`src/rtl/dmux_pkg.sv`:
```
// -----------------------------------------------------------------------------
// dmux_pkg
// Shared definitions for the dmux1t8_32 registered 1-to-8 demultiplexer.
//   NCH      : number of downstream channels (8)
//   SEL_W    : width of a channel select (3)
//   dmux_state_e : single-entry buffer state {EMPTY, FULL}
//   onehot() : SEL_W-bit index to NCH-bit one-hot vector
// -----------------------------------------------------------------------------
package dmux_pkg;

    localparam int NCH   = 8;
    localparam int SEL_W = 3;

    typedef enum logic {
        EMPTY = 1'b0,
        FULL  = 1'b1
    } dmux_state_e;

    function automatic logic [NCH-1:0] onehot(input logic [SEL_W-1:0] idx);
        logic [NCH-1:0] vec;
        vec = '0;
        vec[idx] = 1'b1;
        return vec;
    endfunction

endpackage : dmux_pkg

```
`src/rtl/dmux1t8_32_dec3t8.sv`:
```
// -----------------------------------------------------------------------------
// dec3t8
// Combinational 3-to-8 one-hot decoder with enable. Produces the per-channel
// valid vector of the demultiplexer from the stored select, gated by the
// buffer-full condition so that an empty buffer never flags any channel.
// Ports:
//   sel_i  [2:0]  channel index
//   en_i          enable (buffer full)
//   dec_o  [7:0]  one-hot output, all zero when en_i is low
// -----------------------------------------------------------------------------
module dec3t8
    import dmux_pkg::*;
(
    input  logic [SEL_W-1:0] sel_i,
    input  logic             en_i,
    output logic [NCH-1:0]   dec_o
);

    logic [NCH-1:0] hot;

    assign hot = onehot(sel_i);

    generate
        for (genvar gi = 0; gi < NCH; gi++) begin : g_gate
            assign dec_o[gi] = hot[gi] & en_i;
        end
    endgenerate

endmodule : dec3t8

```
`src/rtl/dmux1t8_32.sv`:
```
// -----------------------------------------------------------------------------
// dmux1t8_32
// Registered 1-to-8 demultiplexer for DW-bit words with valid/ready
// handshaking. A single-entry buffer holds one word and presents it to the
// addressed consumer until that consumer accepts it. A drain and a new accept
// may happen on the same edge, giving one word per cycle of throughput.
//
// Build option:
//   DMUX_ROUND_ROBIN_EN  when defined, in_sel is ignored and an internal
//                        pointer (rr_ptr) cycles the destination 0..7 on
//                        every accepted word.
//
// Ports:
//   clk        system clock, rising edge
//   rst        synchronous active-high reset
//   in_data    [DW-1:0]  word to distribute
//   in_sel     [2:0]     destination channel, sampled with in_data
//   in_valid             upstream offers a word
//   in_ready             block accepts this cycle (combinational from out_ready)
//   out_data   [DW-1:0]  held word, shared by all channels
//   out_valid  [7:0]     one-hot pending-word flag per channel
//   out_ready  [7:0]     per-channel consumer ready
// -----------------------------------------------------------------------------
module dmux1t8_32
    import dmux_pkg::*;
#(
    parameter int DW = 32
) (
    input  logic             clk,
    input  logic             rst,
    input  logic [DW-1:0]    in_data,
    input  logic [SEL_W-1:0] in_sel,
    input  logic             in_valid,
    output logic             in_ready,
    output logic [DW-1:0]    out_data,
    output logic [NCH-1:0]   out_valid,
    input  logic [NCH-1:0]   out_ready
);

    dmux_state_e      state_q, state_d;
    logic [DW-1:0]    data_q,  data_d;
    logic [SEL_W-1:0] sel_q,   sel_d;
    logic [SEL_W-1:0] dest;
    logic             full;
    logic             drain;
    logic             accept;

    assign full   = (state_q == FULL);
    // Only the addressed consumer's ready matters; the rest are ignored.
    assign drain  = full && out_ready[sel_q];
    // Ready also while draining so a new word can replace the old one in the
    // same edge.
    assign in_ready = !full || drain;
    assign accept   = in_valid && in_ready;

`ifdef DMUX_ROUND_ROBIN_EN
    logic [SEL_W-1:0] rr_ptr_q, rr_ptr_d;
    logic             unused_in_sel;

    assign unused_in_sel = ^in_sel;
    assign dest          = rr_ptr_q;

    always_comb begin
        rr_ptr_d = rr_ptr_q;
        if (accept) begin
            rr_ptr_d = rr_ptr_q + SEL_W'(1); // wraps 7 -> 0 naturally
        end
    end

    always_ff @(posedge clk) begin
        if (rst) begin
            rr_ptr_q <= '0;
        end else begin
            rr_ptr_q <= rr_ptr_d;
        end
    end
`else
    assign dest = in_sel;
`endif

    always_comb begin
        state_d = state_q;
        data_d  = data_q;
        sel_d   = sel_q;
        if (accept) begin
            state_d = FULL;
            data_d  = in_data;
            sel_d   = dest;
        end else if (drain) begin
            state_d = EMPTY;
        end
    end

    always_ff @(posedge clk) begin
        if (rst) begin
            state_q <= EMPTY;
            data_q  <= '0;
            sel_q   <= '0;
        end else begin
            state_q <= state_d;
            data_q  <= data_d;
            sel_q   <= sel_d;
        end
    end

    // data_q keeps its value after a drain; consumers qualify with out_valid.
    assign out_data = data_q;

    dec3t8 u_dec (
        .sel_i (sel_q),
        .en_i  (full),
        .dec_o (out_valid)
    );

endmodule : dmux1t8_32
```
`config.mk`:
```
export PLATFORM = sky130hd
export DESIGN_NAME = dmux1t8_32
export DESIGN_NICKNAME = d
export VERILOG_FILES = /design/src/rtl/dmux_pkg.sv /design/src/rtl/dmux1t8_32_dec3t8.sv /design/src/rtl/dmux1t8_32.sv
export SDC_FILE = /design/constraint.sdc
export NUM_CORES = 1
export LEC_CHECK = 0
export ABC_AREA = 1
export BUFFER_PORTS_ARGS = -buffer_cell sky130_fd_sc_hd__buf_4
export CORE_ASPECT_RATIO = 0.8
export CORE_MARGIN = 2
export CORE_UTILIZATION = 25
export DETAILED_ROUTE_END_ITERATION = 10
export GPL_TIMING_DRIVEN = 0
export PLACE_DENSITY = 0.54
export SLEW_MARGIN = 20
export SYNTH_ARGS = -nofsm -noshare
export SYNTH_HDL_FRONTEND = slang
export SYNTH_SLANG_ARGS = --single-unit
```
`constraint.sdc`:
```
create_clock -name clk -period 2.42 [get_ports clk]
set_input_delay 0.242 -clock clk [delete_from_list [all_inputs] [get_ports clk]]
set_output_delay 0.242 -clock clk [all_outputs]
set_load 0.03 [all_outputs]
```
==> results of run 1 <==
[path summary, 6_finish.rpt]
path / start / end / slack (ns) / cells after the start
min: rst / full$_SDFFE_PP0P_ / 0.13 / 2
max: sel_q[0]$_SDFFE_PP0P_ / in_ready / 0.58 / 9
min reg2reg: out_data[14]$_SDFFE_PP0P_ / out_data[14]$_SDFFE_PP0P_ / 0.48 / 2
max reg2reg: sel_q[0]$_SDFFE_PP0P_ / out_data[21]$_SDFFE_PP0P_ / 0.94 / 9
[cells in the final DEF, fill, tap and decap left out]
master,synthesis,layout
nor2_4,2,2
nand3_1,38,38
a21oi_1,1,1
dfxtp_1,36,36
clkbuf_1,7,7
clkinv_1,1,1
buf_4,0,85
clkbuf_8,0,7
nand2_1,51,51
inv_2,1,1
nor2_1,81,81
nand2_4,1,1
buf_6,6,6
nand2_2,2,2
inv_1,47,47
[synth_stat cells, drive strengths merged]
master  number
a21oi        1
buf          6
clkbuf       7
clkinv       1
dfxtp       36
inv         48
nand2       54
nand3       38
nor2        83
[registers in the layout, indices dropped and copies added (netlist names)]
name and count:
out_data 32, full 1, sel_q 3
[worst max-delay path, stage by stage (launching register included)]
cell and delay (ns):
dfxtp_1 0.45, inv_2 0.09, nand2_1 0.06, nand2_1 0.05, nand2_2 0.06, nand2_2 0.06, nor2_4 0.09, nand2_4 0.11
buf_6 0.16, buf_4 0.16
[per-stage QoR]
stage | power (W) | cell area (um2) | worst slack [ns] | std cells
floorplan | 0.000996 | 1740 | 1.11 | 274
global placement | 0.00118 | 2480 | 0.838 | 446
detailed placement | 0.00118 | 2480 | 0.845 | 446
CTS | 0.00165 | 2580 | 0.530 | 453
global route | 0.00172 | 2580 | 0.419 | 453
finish | 0.00162 | 2580 | 0.578 | 453
[routing by layer]
layer	up-vias	part of all wire [%]	GRT usage [%]
li1	986	-	-
met3	2	6.1	3.56
met5	-	0	0
met2	42	47	20.3
met4	0	0.42	3.38
met1	784	46	14.3
[power breakdown]
part	switching, W	internal (W)
combinational	0.000280	0.000199
sequential	0.0000342	0.000649
clock	0.000206	0.000254
[final cells by class]
cell class	count	area, um2
Fill cell	753	4210
Buffer	13	93.8
Inverter	49	184
Clock buffer	7	96.3
Tap cell	87	109
Sequential cell	36	721
Multi-Input combinational cell	176	737
Timing Repair Buffer	85	638
[cells by family (layout without fill, tap and decap cells)]
family / after synthesis / count (layout)
buffers and inverters: 62 / 154
AO/OA/AOI/OAI: 1 / 1
AND/OR/NAND/NOR: 175 / 175
flip-flops: 36 / 36
==> impl_metrics.env, run 1 <==
export IMPL_post_cts_buffers=0
export IMPL_final_setup_tns_ns=0
export IMPL_synth_seq_area_share_pct=41.5
export IMPL_clockBufferDepth=2
export IMPL_cts_resized=0
export IMPL_fin_crit_ns=1.84
export IMPL_dr_pass1_iters=4
export IMPL_fin_skew_ns=0.00538
export IMPL_yosys_warnings=0
export IMPL_critical_path_max_fanout=10
export IMPL_fin_hold_ws_ns=0.129
export IMPL_clock_sinks=36
export IMPL_io_buffer_count=85
export IMPL_rows=27
export IMPL_postRouteAntennaNets=0
export IMPL_root_buffer="clkbuf_8"
export IMPL_yosys_cell_types_count=13
export IMPL_required_ns=2.18
export IMPL_grt_pass1_wl_mm=7.32
export IMPL_die_w_um=97.2
export IMPL_antenna_cells=0
export IMPL_nets=412
export IMPL_drive_gt1_share_pct=28.4
export IMPL_synth_fp_nets=320
export IMPL_final_util_pct=38.0
export IMPL_grt_max_degree=11
export IMPL_synthMuxAreaShare_pct=0
export IMPL_cts_tree="done"
export IMPL_post_route_drc_count=0
export IMPL_hp_class="primary input to register"
export IMPL_synth_simple_gate_area_share_pct=42.2
export IMPL_cts_buffers=5
export IMPL_netlist_instances=274
export IMPL_dp_hpwl_mm=3.49
export IMPL_syn_area_per_cell_um2=6.33
export IMPL_critPathCaptureType="primary output"
export IMPL_synth_top_family_by_area="simple AND/OR/NAND/NOR gates"
export IMPL_setup_viol=0
export IMPL_gp_congestion=0.785
export IMPL_initial_core_util_pct=25.6
export IMPL_powerDensity_nw_per_um2=629
export IMPL_rsz0062_at_grt="false"
export IMPL_core_um2=6790
export IMPL_fmax_mhz=543
export IMPL_dieArea_um2=7630
export IMPL_period_share_pct=76.1
export IMPL_status="complete, no violations"
export IMPL_clkTransAtPathRegs_ns=0.07
export IMPL_cp_arrival_ns=1.60
export IMPL_yosysTopAreaCell="dfxtp_1"
export IMPL_ir_drop_v=0.000218
export IMPL_synth_fa_ha_area_share_pct=0
export IMPL_worstMarginPinSlew_ns=0.451
export IMPL_worstSetupPathType="register to primary output"
export IMPL_routedWlPerCell_um=10.0
export IMPL_antenna_found_initial=0
export IMPL_synthTopCellsByArea="dfxtp_1 (42%), nor2_1 (18%), nand2_1 (11%)"
export IMPL_synth_seq_cells=36
export IMPL_syn_area_um2=1740
export IMPL_clk_insertion_delay_late_ns=0.28
export IMPL_drv_slew=0
export IMPL_power_leakage_nw=1.48
export IMPL_vias=1814
export IMPL_cts_hold_buffers=0
export IMPL_die_y_um=78.5
export IMPL_hold_viol=0
export IMPL_synth_compound_area_share_pct=0.288
export IMPL_slew_headroom_pct=70.0
export IMPL_synth_top_cell_area_share_pct=41.5
export IMPL_grt_pass1_vias=1624
export IMPL_io_pins=87
export IMPL_drt_iter0_drc=50
export IMPL_gr_total_overflow=0
export IMPL_startpoint_type="register"
export IMPL_yosys_area_share_xor_xnor_pct=0
export IMPL_track_usage_pct=11.8
export IMPL_cts_htree_levels=2
export IMPL_cap_violations=0
export IMPL_vias_per_cell=4.00
export IMPL_syn_to_final_growth_pct=48.6
export IMPL_routed_wl_mm=4.54
Power figures use the tool's default switching activity.
==> run 2, diff against run 1 <==
Settings changed: PLACE_DENSITY 0.54 to 0.56.
Clock period 2.42 ns to 1.67 ns, I/O delays scaled along.
==> impl_metrics.env, run 2 (synthesis results as in run 1) <==
export IMPL_nets=414
export IMPL_reg2reg_depth=10
export IMPL_reg2reg_from="sel_q[2]$_SDFFE_PP0P_"
export IMPL_cp_arrival_ns=1.40
export IMPL_cts_htree_levels=2
export IMPL_layout_setup_ws_ns=0.108
export IMPL_dp_hpwl_mm=3.48
export IMPL_stdcell_count=455
export IMPL_timing_rr_end="sel_q[0]$_SDFFE_PP0P_"
export IMPL_area_sequential_um2=732
export IMPL_seq_power_share_pct=41.9
export IMPL_drt_iter0_drc=61
export IMPL_die_y_um=78.5
export IMPL_period_share_pct=93.6
export IMPL_final_setup_tns_ns=0
export IMPL_dr_pass1_iters=4
export IMPL_clockBufferDepth=2
export IMPL_slowest_stage="dfxtp_4"
export IMPL_required_ns=1.50
export IMPL_worstSetupPathType="register to primary output"
export IMPL_rsz0062_at_grt="false"
export IMPL_pre_cts_ws_ns=0.164
export IMPL_routed_wl_mm=4.59
export IMPL_cts_buffers=5
export IMPL_final_cell_mix="buf_4 (86), nor2_1 (79), inv_1 (47), nand2_1 (47), nand3_1 (38)"
export IMPL_gp_congestion=0.776
export IMPL_power_leakage_nw=1.49
export IMPL_grt_pass1_wl_mm=7.57
export IMPL_r2r_slack_ns=0.20
export IMPL_cap_violations=0
export IMPL_vias_per_cell=4.02
export IMPL_critical_path_max_fanout=7
export IMPL_drv_slew=0
export IMPL_multi_input_area_um2=752
export IMPL_fmax_mhz=640
export IMPL_holdPathStages=2
export IMPL_fin_skew_ns=0.00536
export IMPL_dieArea_um2=7630
export IMPL_hold_start="rst"
export IMPL_antenna_found_initial=0
export IMPL_post_route_drc_count=0
export IMPL_grt_pass1_vias=1668
export IMPL_swShare_pct=32.0
export IMPL_pwr_share_clk_pct=27.9
export IMPL_combinationalPowerShare_pct=30.1
export IMPL_crit_chain="inv_4, nand2_2, nand2_2, nand2_2, nand2_2, nor2_4, nand2_4, buf_8, buf_6"
export IMPL_startpoint_type="register"
export IMPL_status="complete, no violations"
export IMPL_crit_family="simple AND/OR/NAND/NOR gates"
export IMPL_fin_hold_ws_ns=0.0547
export IMPL_drive_gt1_share_pct=31.3
export IMPL_postRouteAntennaNets=0
export IMPL_nFillCells=749
export IMPL_max_stage_delay_ns=0.39
export IMPL_powerDensity_nw_per_um2=899
export IMPL_routedWlPerCell_um=10.1
export IMPL_internal_power_w=0.00161
export IMPL_clock_sinks=36
export IMPL_clk_insertion_delay_late_ns=0.28
export IMPL_fin_crit_ns=1.56
export IMPL_grt_max_degree=11
export IMPL_finalPower_w=0.00236
export IMPL_io_buffer_count=85
export IMPL_clkTransAtPathRegs_ns=0.06
export IMPL_cpMostUsedCell="nand2_2"
export IMPL_vias=1827
export IMPL_track_usage_pct=12.3
export IMPL_io_pins=87
export IMPL_critPathCaptureType="primary output"
export IMPL_place_inst=446
export IMPL_syn_to_final_growth_pct=51.6
export IMPL_die_w_um=97.2
export IMPL_final_common_cell="buf_4"
export IMPL_root_buffer="clkbuf_8"
export IMPL_core_um2=6790
export IMPL_cts_tree="done"
export IMPL_hold_viol=0
export IMPL_antenna_cells=0
export IMPL_gr_total_overflow=0
export IMPL_hp_class="primary input to register"
export IMPL_worstMarginPinSlew_ns=0.479
export IMPL_rows=27
export IMPL_ir_drop_v=0.000434
export IMPL_slew_headroom_pct=68.1
export IMPL_hold_end="full$_SDFFE_PP0P_"
export IMPL_p_sw_w=0.000755
export IMPL_setup_viol=0
export IMPL_initial_core_util_pct=25.6
export IMPL_cp_num_buf_inv=3
export IMPL_largest_reg_flops=32
[run 2: cell types whose count changed in the layout (fill, tap and decap cells not counted), sizes merged]
| cell | before | now |
|---|---|---|
| buf | 91 | 93 |
[run 2: area by class of cell]
| type | instances | area share, % |
|---|---|---|
| Inverter | 49 | 7.09 |
| Buffer | 13 | 3.71 |
| Sequential cell | 36 | 27.8 |
| Multi-Input combinational cell | 176 | 28.6 |
| Clock buffer | 7 | 3.66 |
| Tap cell | 87 | 4.14 |
| Timing Repair Buffer | 87 | 25.0 |
[run 2: through the flow]
stage / utilization, % / cell area [um2]
floorplan: - / 1740
global placement: 36.6 / 2480
detailed placement: 36.6 / 2480
CTS: 38.3 / 2600
global route: 38.7 / 2630
finish: 38.7 / 2630
[run 2: routing by layer]
metal  track usage, %  routed length [um]  part of all wire (%)
met5                0                   0                     0
met3             4.10                 301                   6.6
met4             3.80                  41                  0.89
met1             15.3                2180                    48
met2             20.2                2060                    45
[run 2: worst max path at each step]
stage / depth (start not counted) / slack [ns] / from / to
6_report: 9 / 0.11 / sel_q[0]$_SDFFE_PP0P_ / in_ready
5_1_grt: 9 / 0.005 / sel_q[0]$_SDFFE_PP0P_ / in_ready
4_1_cts: 9 / 0.05 / sel_q[0]$_SDFFE_PP0P_ / in_ready
3_5_place_dp: 9 / 0.16 / sel_q[0]$_SDFFE_PP0P_ / in_ready
3_3_place_gp: 9 / 0.16 / sel_q[0]$_SDFFE_PP0P_ / in_ready
2_1_floorplan: 10 / 0.36 / sel_q[0]$_SDFFE_PP0P_ / out_data[0]$_SDFFE_PP0P_
[run 2: what timing repair did]
item	in CTS	in global routing
pin swaps	1	2
hold buffers	0	0
endpoints found under the setup margin	1	1
setup buffers	1	1
hold endpoints to repair	0	0
gates resized for setup	6	9
[run 2: power by group through the flow]
| stage | combinational [W] | sequential (W) | clock (W) |
|---|---|---|---|
| final | 0.000713 | 0.000992 | 0.000660 |
| after detailed placement | 0.000707 | 0.00101 | 0 |
| after global routing | 0.000788 | 0.00100 | 0.000738 |
| after CTS | 0.000714 | 0.000992 | 0.000700 |
| after floorplan | 0.000299 | 0.00114 | 0 |
| after global placement | 0.000704 | 0.00101 | 0 |
==> run 3, diff against run 2 <==
Settings changed: HOLD_SLACK_MARGIN set to 0.15.
==> impl_metrics.env, run 3 (synthesis results as in run 1) <==
export IMPL_cp_num_cells=9
export IMPL_fmax_mhz=640
export IMPL_die_w_um=97.2
export IMPL_swShare_pct=31.9
export IMPL_pwr_share_clk_pct=27.9
export IMPL_antenna_cells=0
export IMPL_io_pins=87
export IMPL_startpoint_type="register"
export IMPL_drive_gt1_share_pct=31.2
export IMPL_gp_congestion=0.776
export IMPL_critical_path_max_fanout=7
export IMPL_slew_headroom_pct=68.1
export IMPL_clock_sinks=36
export IMPL_rows=27
export IMPL_timing_rr_end="sel_q[0]$_SDFFE_PP0P_"
export IMPL_cap_violations=0
export IMPL_powerDensity_nw_per_um2=896
export IMPL_cts_buffers=5
export IMPL_root_buffer="clkbuf_8"
export IMPL_post_route_drc_count=0
export IMPL_grt_pass1_wl_mm=7.59
export IMPL_critPathCaptureType="primary output"
export IMPL_r2r_slack_ns=0.20
export IMPL_worstMarginPinSlew_ns=0.479
export IMPL_dp_hpwl_mm=3.48
export IMPL_crit_chain="inv_4, nand2_2, nand2_2, nand2_2, nand2_2, nor2_4, nand2_4, buf_8, buf_6"
export IMPL_cts_tree="done"
export IMPL_combinationalPowerShare_pct=30.2
export IMPL_grt_max_degree=11
export IMPL_gr_total_overflow=0
export IMPL_worstSetupPathType="register to primary output"
export IMPL_final_common_cell="buf_4"
export IMPL_cp_num_buf_inv=3
export IMPL_dpl_cell_area_um2=2480
export IMPL_dr_pass1_iters=4
export IMPL_crit_end="in_ready"
export IMPL_max_stage_delay_ns=0.39
export IMPL_drt_iter0_drc=54
export IMPL_vias_per_cell=4.02
export IMPL_routedWlPerCell_um=10.1
export IMPL_io_buffer_count=85
export IMPL_vias=1831
export IMPL_core_um2=6790
export IMPL_antenna_found_initial=0
export IMPL_final_util_pct=38.9
export IMPL_status="complete, no violations"
export IMPL_required_ns=1.50
export IMPL_die_y_um=78.5
export IMPL_grt_pass1_vias=1673
export IMPL_final_setup_tns_ns=0
export IMPL_reg2reg_from="sel_q[2]$_SDFFE_PP0P_"
export IMPL_clockBufferDepth=2
export IMPL_dieArea_um2=7630
export IMPL_largest_reg_flops=32
export IMPL_power_leakage_nw=1.50
export IMPL_track_usage_pct=12.3
export IMPL_postRouteAntennaNets=0
export IMPL_clk_insertion_delay_late_ns=0.28
export IMPL_rsz0062_at_grt="false"
export IMPL_seq_power_share_pct=41.9
export IMPL_internal_power_w=0.00161
export IMPL_cpMostUsedCell="nand2_2"
export IMPL_layout_setup_ws_ns=0.108
export IMPL_period_share_pct=93.6
export IMPL_startpoint="sel_q[0]$_SDFFE_PP0P_"
export IMPL_syn_to_final_growth_pct=52.1
export IMPL_nets=415
export IMPL_fin_hold_ws_ns=0.195
export IMPL_pre_cts_ws_ns=0.164
export IMPL_drv_slew=0
export IMPL_clkTransAtPathRegs_ns=0.07
export IMPL_ir_drop_v=0.000434
export IMPL_p_sw_w=0.000756
export IMPL_routed_wl_mm=4.59
export IMPL_crit_family="simple AND/OR/NAND/NOR gates"
export IMPL_cp_arrival_ns=1.40
export IMPL_hold_viol=0
export IMPL_fin_crit_ns=1.56
export IMPL_hp_class="primary input to register"
export IMPL_initial_core_util_pct=25.6
export IMPL_fin_skew_ns=0.00536
export IMPL_fin_area_um2=2640
export IMPL_reg2reg_depth=10
export IMPL_final_cell_mix="buf_4 (86), nor2_1 (79), inv_1 (47), nand2_1 (47), nand3_1 (38)"
export IMPL_cts_htree_levels=2
export IMPL_setup_viol=0
export IMPL_slowest_stage="dfxtp_4"
[run 3: changes by cell type in the layout (fill, tap and decap cells not counted), sizes merged]
cell	delta
dlygate4sd3	+1
[run 3: layout make-up]
class / count / area [um2]
fillers: 750 / 4150
multi-input cells: 176 / 752
flip-flops and latches: 36 / 732
repair buffers: 88 / 667
inverters: 49 / 186
well taps: 87 / 109
plain buffers: 13 / 97.6
clock buffers: 7 / 96.3
[run 3: worst min-delay path by stage]
stage	cells after the start	end	slack, ns	from
6_report	5	out_data[25]$_SDFFE_PP0P_	0.19	in_data[25]
5_1_grt	5	out_data[7]$_SDFFE_PP0P_	0.21	in_data[7]
4_1_cts	5	out_data[0]$_SDFFE_PP0P_	0.19	in_data[0]
3_5_place_dp	2	full$_SDFFE_PP0P_	0.35	rst
3_3_place_gp	2	full$_SDFFE_PP0P_	0.34	rst
2_1_floorplan	1	full$_SDFFE_PP0P_	0.24	rst
[run 3: repair_timing]
action,CTS,global route
hold buffers,1,0
resized for setup,6,9
pin swaps,1,2
hold endpoints to repair,1,0
setup buffers,1,1
endpoints found under the setup margin,1,1
[run 3: power groups by stage]
stage | clock (W) | combinational, W | sequential [W]
6_report | 0.000660 | 0.000714 | 0.000992
5_1_grt | 0.000738 | 0.000790 | 0.00100
4_1_cts | 0.000700 | 0.000716 | 0.000992
3_5_place_dp | 0 | 0.000707 | 0.00101
3_3_place_gp | 0 | 0.000704 | 0.00101
2_1_floorplan | 0 | 0.000299 | 0.00114
[run 3: worst reg2reg max path: stages, from the launching register on]
cell	delay, ns
dfxtp_4	0.37
nor2_2	0.14
nand3_1	0.11
inv_1	0.10
nor2_4	0.04
nand2_4	0.07
buf_4	0.17
buf_6	0.16
nand3_1	0.08
nand2_1	0.08
nor2_1	0.04
[run 3: per-layer routing]
layer / up-vias / wire, um / share of wire (%) / global-route usage (%)
met5: - / 0 / 0 / 0
met4: 0 / 41 / 0.89 / 3.80
met3: 5 / 301 / 6.6 / 4.10
met2: 46 / 2060 / 45 / 20.2
met1: 786 / 2180 / 48 / 15.3
li1: 994 / - / - / -
[run 3: per-stage QoR]
step,cells,power [W]
6_report,456,0.00237
3_5_place_dp,446,0.00172
3_3_place_gp,446,0.00171
2_1_floorplan,274,0.00144
5_1_grt,456,0.00253
4_1_cts,455,0.00241
